--- src/rtl/serial_slave_port_if.sv ---
// Serial slave port bus: bit-serial header/data lines from the master,
// serial read data and a per-cycle ready/stall indication from the slave.
interface serial_slave_port_if;
    logic control;
    logic wD;
    logic valid;
    logic last;
    logic rD;
    logic ready;

    modport master (
        output control,
        output wD,
        output valid,
        output last,
        input  rD,
        input  ready
    );

    modport slave (
        input  control,
        input  wD,
        input  valid,
        input  last,
        output rD,
        output ready
    );
endinterface

--- src/rtl/serial_slave_port.sv ---
// Bit-serial slave port in front of a small word memory.
// A transaction is a start bit, a direction bit and an MSB-first address on
// 'control', followed by a burst of MSB-first data words that auto-increment
// the address. Writes land in memory on the edge that completes a word; reads
// spend one stall cycle fetching each word before shifting it out on rD.
module serial_slave_port #(
    parameter int DATA_WIDTH = 8,
    parameter int ADDR_WIDTH = 4
) (
    input  logic                clk,
    input  logic                rst,
    serial_slave_port_if.slave  bus
);

    localparam int DEPTH = 2 ** ADDR_WIDTH;
    localparam int MAX_W = (DATA_WIDTH > ADDR_WIDTH) ? DATA_WIDTH : ADDR_WIDTH;
    // One counter serves both the address header and the data bits, so it is
    // sized for whichever is longer; it never counts past MAX_W-1.
    localparam int CNT_W = (MAX_W > 1) ? $clog2(MAX_W) : 1;

    typedef enum logic [2:0] {
        IDLE,
        HDR_RW,
        HDR_ADDR,
        WRITE,
        RD_FETCH,
        RD_SHIFT
    } state_t;

    state_t                  state_reg, state_next;
    logic [CNT_W-1:0]        bit_cnt_reg, bit_cnt_next;
    logic [ADDR_WIDTH-1:0]   addr_reg, addr_next;
    logic                    dir_reg, dir_next;
    logic [DATA_WIDTH-1:0]   wr_word_reg, wr_word_next;
    logic [DATA_WIDTH-1:0]   wr_shifted;
    logic [DATA_WIDTH-1:0]   rd_word_reg;
    logic [DATA_WIDTH-1:0]   rd_sel;
    logic                    rd_bit;
    logic                    mem_we;
    logic                    last_data_bit;
    logic                    last_addr_bit;

    logic [DATA_WIDTH-1:0]   mem [0:DEPTH-1];

    // Word register with the incoming bit appended; this is also the memory
    // write data so the final bit reaches memory on the same edge.
    assign wr_shifted    = (wr_word_reg << 1) | DATA_WIDTH'(bus.wD);
    assign last_data_bit = (bit_cnt_reg == CNT_W'(DATA_WIDTH - 1));
    assign last_addr_bit = (bit_cnt_reg == CNT_W'(ADDR_WIDTH - 1));

    // Select the read bit addressed by the counter, MSB first: one AND term
    // per word bit, OR-reduced.
    generate
        for (genvar gi = 0; gi < DATA_WIDTH; gi++) begin : g_rd_sel
            assign rd_sel[gi] = rd_word_reg[gi] &
                                (bit_cnt_reg == CNT_W'(DATA_WIDTH - 1 - gi));
        end
    endgenerate
    assign rd_bit = |rd_sel;

    assign bus.rD = (state_reg == RD_SHIFT) ? rd_bit : 1'b0;

    // Next-state, counter, address and memory-write decode.
    always_comb begin
        state_next   = state_reg;
        bit_cnt_next = bit_cnt_reg;
        addr_next    = addr_reg;
        dir_next     = dir_reg;
        wr_word_next = wr_word_reg;
        mem_we       = 1'b0;
        bus.ready    = 1'b1;

        case (state_reg)
            IDLE: begin
                bit_cnt_next = '0;
                if (bus.control) begin
                    state_next = HDR_RW;
                end
            end

            HDR_RW: begin
                dir_next     = bus.control;
                bit_cnt_next = '0;
                state_next   = HDR_ADDR;
            end

            HDR_ADDR: begin
                // Shifting in ADDR_WIDTH bits fully replaces the old address.
                addr_next = (addr_reg << 1) | ADDR_WIDTH'(bus.control);
                if (last_addr_bit) begin
                    bit_cnt_next = '0;
                    wr_word_next = '0;
                    state_next   = dir_reg ? WRITE : RD_FETCH;
                end else begin
                    bit_cnt_next = bit_cnt_reg + CNT_W'(1);
                end
            end

            WRITE: begin
                if (bus.valid) begin
                    wr_word_next = wr_shifted;
                    if (last_data_bit) begin
                        mem_we       = 1'b1;
                        addr_next    = addr_reg + ADDR_WIDTH'(1);
                        bit_cnt_next = '0;
                        if (bus.last) begin
                            state_next = IDLE;
                        end
                    end else if (bus.last) begin
                        // Burst ended mid-word: the partial word is dropped.
                        bit_cnt_next = '0;
                        state_next   = IDLE;
                    end else begin
                        bit_cnt_next = bit_cnt_reg + CNT_W'(1);
                    end
                end
            end

            RD_FETCH: begin
                bus.ready    = 1'b0;
                bit_cnt_next = '0;
                state_next   = RD_SHIFT;
            end

            RD_SHIFT: begin
                if (bus.valid) begin
                    if (last_data_bit) begin
                        addr_next    = addr_reg + ADDR_WIDTH'(1);
                        bit_cnt_next = '0;
                        state_next   = bus.last ? IDLE : RD_FETCH;
                    end else if (bus.last) begin
                        bit_cnt_next = '0;
                        state_next   = IDLE;
                    end else begin
                        bit_cnt_next = bit_cnt_reg + CNT_W'(1);
                    end
                end
            end

            default: begin
                state_next   = IDLE;
                bit_cnt_next = '0;
            end
        endcase
    end

    // Control state registers; reset returns to IDLE from anywhere.
    always_ff @(posedge clk) begin
        if (rst) begin
            state_reg   <= IDLE;
            bit_cnt_reg <= '0;
            addr_reg    <= '0;
            dir_reg     <= 1'b0;
            wr_word_reg <= '0;
        end else begin
            state_reg   <= state_next;
            bit_cnt_reg <= bit_cnt_next;
            addr_reg    <= addr_next;
            dir_reg     <= dir_next;
            wr_word_reg <= wr_word_next;
        end
    end

    // Word memory (not reset) with a registered read that is loaded during
    // the fetch stall; the address cannot move while the word is shifted out.
    always_ff @(posedge clk) begin
        if (mem_we && !rst) begin
            mem[addr_reg] <= wr_shifted;
        end
        if (state_reg == RD_FETCH) begin
            rd_word_reg <= mem[addr_reg];
        end
    end

endmodule

--- src/flat_wrapper.sv ---
// flat-port wrapper written by rule: the top's interface ports become plain ports
module serial_slave_port_flat 
#(
    parameter int DATA_WIDTH = 8,
    parameter int ADDR_WIDTH = 4
)
  (clk, rst, bus_control, bus_wD, bus_valid, bus_last, bus_rD, bus_ready);
  serial_slave_port_if bus_i ();
  input  logic clk;
  input  logic rst;
  input wire logic [$bits(bus_i.control)-1:0] bus_control;
  input wire logic [$bits(bus_i.wD)-1:0] bus_wD;
  input wire logic [$bits(bus_i.valid)-1:0] bus_valid;
  input wire logic [$bits(bus_i.last)-1:0] bus_last;
  output wire logic [$bits(bus_i.rD)-1:0] bus_rD;
  output wire logic [$bits(bus_i.ready)-1:0] bus_ready;
  assign bus_i.control = bus_control;
  assign bus_i.wD = bus_wD;
  assign bus_i.valid = bus_valid;
  assign bus_i.last = bus_last;
  assign bus_rD = bus_i.rD;
  assign bus_ready = bus_i.ready;
  serial_slave_port #(.DATA_WIDTH(DATA_WIDTH), .ADDR_WIDTH(ADDR_WIDTH)) u_core (.clk(clk), .rst(rst), .bus(bus_i));
endmodule
--- config.mk ---
export PLATFORM = sky130hd
export DESIGN_NAME = serial_slave_port_flat
export DESIGN_NICKNAME = d
export VERILOG_FILES = /design/src/rtl/serial_slave_port_if.sv /design/src/rtl/serial_slave_port.sv /design/src/flat_wrapper.sv
export SDC_FILE = /design/constraint.sdc
export NUM_CORES = 1
export LEC_CHECK = 0
export ABC_CLOCK_PERIOD_IN_PS = 4600
export CORE_MARGIN = 2
export CORE_UTILIZATION = 45
export DETAILED_ROUTE_END_ITERATION = 8
export PLACE_DENSITY_LB_ADDON = 0.15
export SYNTH_ARGS = -nofsm -noshare
export SYNTH_HDL_FRONTEND = slang
export SYNTH_SLANG_ARGS = --single-unit
export TNS_END_PERCENT = 50
--- constraint.sdc ---
create_clock -name clk -period 4.6 [get_ports clk]
set_clock_uncertainty 0.1 [all_clocks]
set_input_delay 0.69 -clock clk [delete_from_list [all_inputs] [get_ports clk]]
set_output_delay 0.69 -clock clk [all_outputs]
set_load 0.01 [all_outputs]
* Word level (Yosys, flattened, before mapping)
Memory sizes are Yosys's and may differ from the RTL's. A register that Yosys moved wholly into a read port is not among the register bits.
Cells that the tools add are included.
** Operators by class
- Add/subtract/negate cells :: 2
- Multiply operators :: 0
- Divide/modulo/power cells :: 0
- Magnitude comparators :: 0
- Equal/unequal tests :: 18
- Shift-type cells :: 0
- Multiplexer cells :: 27
- Bitwise operators :: 10
- Reductions and logical operators :: 11
** Operators with widths (number)
- $mux 3 :: 12
- $eq 3x3->1 const B :: 6
- $pmux 3 s6 :: 1
- $mux 7 :: 2
- $pmux 7 s2 :: 1
- $eq 3x2->1 const B :: 4
- $and 1x1->1 :: 8
- $mux 4 :: 2
- $or 8x1->8 :: 1
- $pmux 4 s2 :: 1
- $reduce_or 8->1 :: 1
- $mux 1 :: 7
- $eq 3x1->1 const B :: 2
- $logic_not 3->1 :: 2
- $ne 2x1->1 const B :: 3
- $ne 2x2->1 const B :: 3
- $pmux 3 s2 :: 1
- $reduce_and 3->1 :: 2
- $add 4x1->4 const B :: 1
- $or 4x1->4 :: 1
- $reduce_and 4->1 :: 1
- $reduce_bool 2->1 :: 2
- $add 3x1->3 const B :: 1
- $reduce_or 2->1 :: 1
- other kinds (2) :: 2
** Storage, ports and cells
- Register bits after elaboration :: 18
- Latch bits :: 0
- Bits in writable memories :: 128
- Bits in read-only memories :: 0
- Input port bits :: 6
- Output and inout bits :: 2
- Word-level logic and storage cells :: 74
- Memories kept :: 1
** Memory list
- u_core.mem :: words 16, width 8, rd ports 1, clocked after memory_dff 1, write ports 1, line serial_slave_port.sv:43 : logic [DATA_WIDTH-1:0] mem [0:DEPTH-1];

* Logic depth before layout (Yosys ltp)
Gate-level depths: netlist of the first run.
- Depth after elaboration :: 7
- Gate-level depth with buffers :: 6
- Depth with buffers taken out :: 6

* Least setup slack after synthesis of the first run
Ideal clock, no wire load.
- Path kind :: reg-to-reg
- Start :: reg u_core.bit_cnt_reg[0]
- End :: mem u_core.mem[7][0], enable pin
- Library setup time :: 332 ps
- Arrival time :: 1866 ps
- Required time :: 4168 ps
- Slack :: 2303 ps
- Stages on the path, launching flop included :: 7
- Buffers on the path :: 0
- Clock period less this slack :: 2297 ps
- Cell sequence :: dfxtp_1 -> ha_1 -> ha_1 -> nand2_1 -> or4_4 -> nor3b_1 -> and2_1
** Between the ends
- Word-level cells in the longest chain between the ends :: 7
** RTL lines
- start: declaration :: line serial_slave_port.sv:31 : logic [CNT_W-1:0] bit_cnt_reg, bit_cnt_next;
- start signal: assignment :: line serial_slave_port.sv:157 : bit_cnt_reg <= bit_cnt_next;
- $eq 3x3->1 :: line serial_slave_port.sv:48 : assign last_data_bit = (bit_cnt_reg == CNT_W'(DATA_WIDTH - 1));
- $mux 1 :: line serial_slave_port.sv:102 : if (last_data_bit) begin
- $mux 1 :: line serial_slave_port.sv:100 : if (bus.valid) begin
- $mux 1 :: line serial_slave_port.sv:73 : case (state_reg)
- $logic_and 1x1->1 :: line serial_slave_port.sv:167 : if (mem_we && !rst) begin
- $mux 1 :: line serial_slave_port.sv:167
- $mux 1 (not written as such) :: line serial_slave_port.sv:168 : mem[addr_reg] <= wr_shifted;
- end: declaration :: line serial_slave_port.sv:43
Every way passes these cells.

* Final worst setup path of the first run
- Start :: reg u_core.state_reg[2]
- End :: out bus_ready
** Between the ends
- Word-level cells in the longest chain between the ends :: 2
** RTL lines
- start: declaration :: line serial_slave_port.sv:30 : state_t state_reg, state_next;
- start signal: assignment :: line serial_slave_port.sv:156 : state_reg <= state_next;
- $eq 3x3->1 :: line serial_slave_port.sv:73
- $mux 1 :: line serial_slave_port.sv:73
- end: declaration :: line flat_wrapper.sv:16 : output wire logic [$bits(bus_i.ready)-1:0] bus_ready;
Every way passes these cells.

==> results by group, run 1 <==
Status
  • Status: finished, final reports clean

Synth
  • Distinct cells, synth: 44
  • Post-synthesis net count: 377
  • Main synth FF type: edfxtp_1
  • Compound-Gate Fraction of Synth Area: 0.0403
  • Ranking of synthesized cells by area: edfxtp_1 (63%), mux4_1 (9.3%), mux4_2 (5.9%), dfxtp_1 (5.6%), ha_1 (2.1%)
  • Top-count cell post-synth: edfxtp_1
  • Gate count after technology mapping: 360
  • Sequential area share after synthesis: 0.687
  • Post-synth top area cell: edfxtp_1
  • YS warnings: 0
  • Simple-gate area share of the yosys netlist: 0.0687
  • Synth top area share: 0.632
  • Synthesized area per cell: 18.0 µm²
  • Asr flop ratio synth: 0
  • Synthesized flop and latch total: 154
  • Synth Cell Area: 0.00646 mm²
  • Post-synthesis adder-cell area fraction: 0.0213
  • Mux cell area share after synthesis: 0.156
  • Largest family of logic cells by synthesized area: multiplexers
  • Post-synth top cells: edfxtp_1 (136), mux4_1 (23), dfxtp_1 (18)
  • Xor/xnor cell area share of the yosys netlist: 0.00271
  • Post-synth EDFFs: 136

Global route
  • First-pass GRT wire length: 20.6 mm
  • Vias in the first global route: 3,347
  • Initial antenna violation count: 0
  • Overflow after GRT: 0
  • GRT Total Usage: 0.196
  • Largest net degree at the start of global routing: 39

Timing
  • Period minus WS final: 3.29 ns
  • Slew Viols, Final: 0
  • Worst Max-Slew Pin Slew: 0.900 ns
  • Post-route clock period utilization: 0.716
  • Worst setup margin: 1.31 ns
  • Slew headroom: 0.398
  • Unrepaired setup endpoints after global routing: no
  • Total negative slack: 0 ns
  • Achievable frequency: 304 MHz
  • Final setup fails: 0
  • Final hold vios: 0

Die
  • # IOs: 8
  • Placeable Area: 0.0139 mm²
  • Total die area: 0.0153 mm²
  • DIE HEIGHT: 124 µm
  • Initial Util: 0.464
  • DIE WIDTH: 124 µm
  • Core Rows: 43

Power and ir drop
  • Seq pwr share: 0.493
  • NetSw: 817 µW
  • Leakage power total: 2.29 nW
  • Combinational fraction of design power: 0.133
  • Worst VDD drop: 0.234 mV
  • Clk pwr share: 0.374
  • PwrDens: 458 mW/mm²
  • Int Pwr: 2.48 mW
  • Switching share of total power: 0.248

Drt
  • # DRC: 0
  • Final WL: 13.8 mm
  • Via count: 3,341
  • Avg Vias per Cell: 5.94
  • Post-route ant nets: 0
  • Wire length per cell: 24.5 µm
  • 1st-iter DRT viols: 401
  • First-pass detailed-route iteration total: 6

Clocking
  • Cts repair resizes: 0
  • Clock Sinks: 154
  • CTS Buffer Depth: 2
  • Worst-Skew Late Latency: 0.42 ns
  • CTS H-Tree Depth: 4
  • Cts bufs inserted: 17
  • Setup Buffers After CTS: 0
  • Cts hold-fix bufs: 0
  • Clock slew at the register clock pins of the worst setup and hold paths: 0.06 ns
  • CTS Root Cell: clkbuf_16
  • CTS tree: done

Layout
  • Max reg flops: 128
  • Fill cell count: 1,108
  • Post-layout nets: 386
  • Storage cell area: 0.00445 mm²
  • Layout Area Growth over Synthesis: 11.3%
  • Share of layout cells above drive strength 1: 0.128
  • Diodes inserted: 0
  • Design area: 0.00719 mm²
  • Area of the multi-input gates: 0.00187 mm²

Setup path
  • Critical path launch point: u_core.state_reg[2]
  • Crit-path max FO: 15
  • CP endpoint kind: primary output
  • Setup CP Type: flip-flop to primary output
  • Worst path required time: 3.81 ns
  • CP Launch Type: flip-flop
  • Reg-to-reg startpoint: u_core.state_reg[0]
  • Worst EP arrival: 2.50 ns

Placed design
  • I/O Buffers: 7
  • Placed Area: 0.00667 mm²
  • DPL Wire Length: 8.90 mm
  • DP Worst Slack: 1.16 ns
  • GP Congestion: 0.793

Hold path
  • HP Start: u_core.bit_cnt_reg[0]
  • Worst hold path class: flip-flop to flip-flop

Run
  • Max-cap violations: 0
==> routing by layer <==
layer | global-route usage | part of all wire | vias to the layer above
met2 | 0.320 | 0.50 | 92
met5 | 0 | 0 | -
li1 | - | - | 1486
met1 | 0.262 | 0.44 | 1746
met3 | 0.0467 | 0.044 | 17
met4 | 0.0604 | 0.015 | 0
==> area by class of cell <==
| type | instances | area share |
|---|---|---|
| Clock buffer | 22 | 0.0617 |
| Multi-Input combinational cell | 175 | 0.260 |
| Timing Repair Buffer | 10 | 0.0129 |
| Inverter | 11 | 0.00574 |
| Sequential cell | 154 | 0.618 |
| Tap cell | 180 | 0.0313 |
| Clock inverter | 10 | 0.0108 |
==> cell families after synthesis <==
| logic type | after synthesis |
|---|---|
| mux | 42 |
| simple gates | 81 |
| buf+inv | 31 |
| compound gates | 39 |
| flops | 154 |
| fa+ha+maj | 11 |
| xor+xnor | 2 |
==> worst max-delay path: stages (launching register included) <==
cell and delay [ns]:
dfxtp_1 0.64, nand2b_1 0.19, nor2_1 0.64, inv_1 0.11, clkdlybuf4s50_1 0.51
==> cell usage in the layout (no fill, tap or decap), types with 14 or more instances in the layout <==
master / netlist / routed
nand2_1: 16 / 16
a21oi_1: 14 / 14
and2_1: 16 / 16
mux4_1: 23 / 23
mux4_2: 17 / 17
edfxtp_1: 136 / 136
clkbuf_16: 0 / 17
dfxtp_1: 18 / 17
==> power by group through the flow <==
stage          sequential [mW]  combinational, mW  clock, mW
4_1_cts                   1.63              0.440       1.25
3_3_place_gp              1.65              0.432          0
5_1_grt                   1.64              0.472       1.31
6_report                  1.63              0.437       1.23
2_1_floorplan             1.58              0.388          0
3_5_place_dp              1.65              0.438          0
==> metrics by stage <==
| step | power [mW] | cells | utilization | hold slack (ns) |
|---|---|---|---|---|
| 4_1_cts | 3.32 | 562 | 0.516 | 0.509 |
| 3_5_place_dp | 2.09 | 530 | 0.479 | 0.499 |
| 3_3_place_gp | 2.08 | 530 | 0.479 | 0.506 |
| 5_1_grt | 3.42 | 562 | 0.516 | 0.561 |
| 6_report | 3.30 | 562 | 0.516 | 0.512 |
| 2_1_floorplan | 1.97 | 360 | - | 0.411 |
==> path summary, 6_finish.rpt <==
path / end / slack, ns / depth (start not counted)
max: bus_ready / 1.31 / 4
min: u_core.bit_cnt_reg[0] / 0.51 / 2
max reg2reg: u_core.mem[7][7] / 1.54 / 4
min reg2reg: u_core.bit_cnt_reg[0] / 0.51 / 2
Note: power is estimated with default switching activity, not from simulation.
==> run 2: changes to the inputs <==
Settings changed: ABC_CLOCK_PERIOD_IN_PS 4600 to 3200.
Clock period 4.6 ns to 3.2 ns, I/O delays scaled along.
==> results by group, run 2 (synthesis gave the netlist of run 1 again) <==
Status
  • Status: finished, final reports clean

Clocking
  • Cts hold-fix bufs: 0
  • CTS tree: done
  • Cts bufs inserted: 17
  • CTS H-Tree Depth: 4
  • Worst-Skew Late Latency: 0.43 ns
  • CTS Buffer Depth: 2
  • Clock Sinks: 154
  • CTS Root Cell: clkbuf_16
  • Setup Buffers After CTS: 0
  • Clock slew at the register clock pins of the worst setup and hold paths: 0.07 ns
  • Cts repair resizes: 0

Die
  • Total die area: 0.0153 mm²
  • DIE WIDTH: 124 µm
  • DIE HEIGHT: 124 µm
  • # IOs: 8
  • Core Rows: 43
  • Placeable Area: 0.0139 mm²
  • Initial Util: 0.464

Setup path
  • Crit-path max FO: 8
  • Slowest stage delay, CP: 0.49 ns
  • Crit-path most repeated cell: ha_1
  • CP Launch Type: flip-flop
  • Reg-to-reg startpoint: u_core.bit_cnt_reg[1]
  • R2R cell count: 6
  • Setup CP Type: flip-flop to flip-flop
  • Crit path buffers/inverters: 0
  • R2R Setup Slk: 0.43 ns
  • Delay-heaviest family, CP: simple AND/OR/NAND/NOR gates
  • CP endpoint kind: flip-flop
  • Sequence of cells on the critical path: ha_1 > ha_1 > nand2_1 > or4_4 > nor3b_1 > and2_1
  • RR Endpoint: u_core.mem[7][6]
  • Worst EP arrival: 2.76 ns
  • Worst path required time: 3.19 ns
  • Slowest library cell on the worst path: or4_4

Global route
  • Largest net degree at the start of global routing: 40
  • Initial antenna violation count: 0
  • Vias in the first global route: 3,187
  • Overflow after GRT: 0
  • First-pass GRT wire length: 20.1 mm
  • GRT Total Usage: 0.194

Layout
  • Fill cell count: 1,126
  • Commonest non-fill, non-tap cell in the layout: edfxtp_1
  • Max reg flops: 128
  • Diodes inserted: 0
  • Layout Area Growth over Synthesis: 13.0%
  • Area of the multi-input gates: 0.00187 mm²
  • Most frequent cells in the layout: edfxtp_1 (136), mux4_1 (23), mux4_2 (17), clkbuf_16 (17)
  • Post-layout nets: 392
  • Finished Layout Cells: 568
  • Design area: 0.00730 mm²
  • Share of layout cells above drive strength 1: 0.162
  • Storage cell area: 0.00445 mm²
  • Final Util: 0.524

Drt
  • Via count: 3,271
  • Final WL: 13.4 mm
  • First-pass detailed-route iteration total: 5
  • Wire length per cell: 23.7 µm
  • # DRC: 0
  • 1st-iter DRT viols: 220
  • Avg Vias per Cell: 5.76
  • Post-route ant nets: 0

Placed design
  • I/O Buffers: 7
  • GP Congestion: 0.757
  • Placed Cells: 536
  • DPL Wire Length: 8.38 mm
  • Placed Area: 0.00673 mm²
  • DP Worst Slack: 0.385 ns

Hold path
  • Worst hold path class: flip-flop to flip-flop
  • WHS Endpoint: u_core.bit_cnt_reg[0]
  • Hold path cells: 2
  • HP Start: u_core.bit_cnt_reg[0]

Timing
  • Achievable frequency: 361 MHz
  • Slew Viols, Final: 0
  • Final hold vios: 0
  • Slew headroom: 0.437
  • Post-route clock period utilization: 0.866
  • Period minus WS final: 2.77 ns
  • WHS: 0.460 ns
  • Unrepaired setup endpoints after global routing: no
  • Total negative slack: 0 ns
  • Final setup fails: 0
  • Worst Max-Slew Pin Slew: 0.843 ns
  • Worst setup margin: 0.428 ns

Run
  • Max-cap violations: 0

Power and ir drop
  • Final Power: 4.91 mW
  • PwrDens: 673 mW/mm²
  • Worst VDD drop: 0.340 mV
  • Leakage power total: 2.36 nW
[run 2: cell types whose count changed in the layout (fill, tap and decap cells not counted), sizes merged]
cell | before | now
buf | 3 | 9
clkbuf | 22 | 17
clkdlybuf4s50 | 7 | 6
clkinv | 8 | 5
clkinvlp | 1 | 4
dlymetal6s2s | 0 | 1
inv | 11 | 16
[run 2: final cells by class]
| type | count | share of cell area |
|---|---|---|
| flip-flops and latches | 154 | 0.609 |
| multi-input cells | 175 | 0.256 |
| clock buffers | 17 | 0.0582 |
| well taps | 180 | 0.0308 |
| repair buffers | 16 | 0.0209 |
| clock inverters | 15 | 0.0197 |
| inverters | 11 | 0.00565 |
[run 2: worst max-delay path by stage]
stage | startpoint | end | slack (ns) | cells past startpoint
global placement | bus_valid | u_core.mem[7][0] | 0.43 | 5
finish | u_core.bit_cnt_reg[1] | u_core.mem[7][6] | 0.43 | 6
CTS | u_core.bit_cnt_reg[0] | bus_rD | 0.11 | 7
global route | u_core.bit_cnt_reg[1] | u_core.mem[7][6] | 0.23 | 6
detailed placement | bus_valid | u_core.mem[7][1] | 0.38 | 5
floorplan | u_core.bit_cnt_reg[0] | u_core.mem[7][0] | 0.90 | 6
[run 2: tightest hold or removal path: stages (launching register included)]
cell,delay (ns)
dfxtp_2,0.36
or3_1,0.11
a21oi_1,0.05
[run 2: per-layer routing]
metal  vias to the layer above  GRT usage  wire length (µm)
li1                       1492          -                 -
met1                      1691      0.271              6310
met2                        75      0.291              6420
met3                        13     0.0531               559
met4                         0     0.0781               161
met5                         -          0                 0
[run 2: power breakdown]
group / switching, mW / total [mW] / internal [mW] / leakage [nW]
logic: 0.432 / 0.760 / 0.327 / 0.703
registers: 0.0218 / 2.24 / 2.21 / 1.39
clock network: 0.835 / 1.92 / 1.08 / 0.268
total: 1.29 / 4.91 / 3.63 / 2.36
==> run 3: changes to the inputs <==
Settings changed: CTS_CLUSTER_SIZE from default to 14, SETUP_SLACK_MARGIN from default to 0.1.
==> results of run 3 <==
Final layout, timing and power as in run 2 (identical DEF).
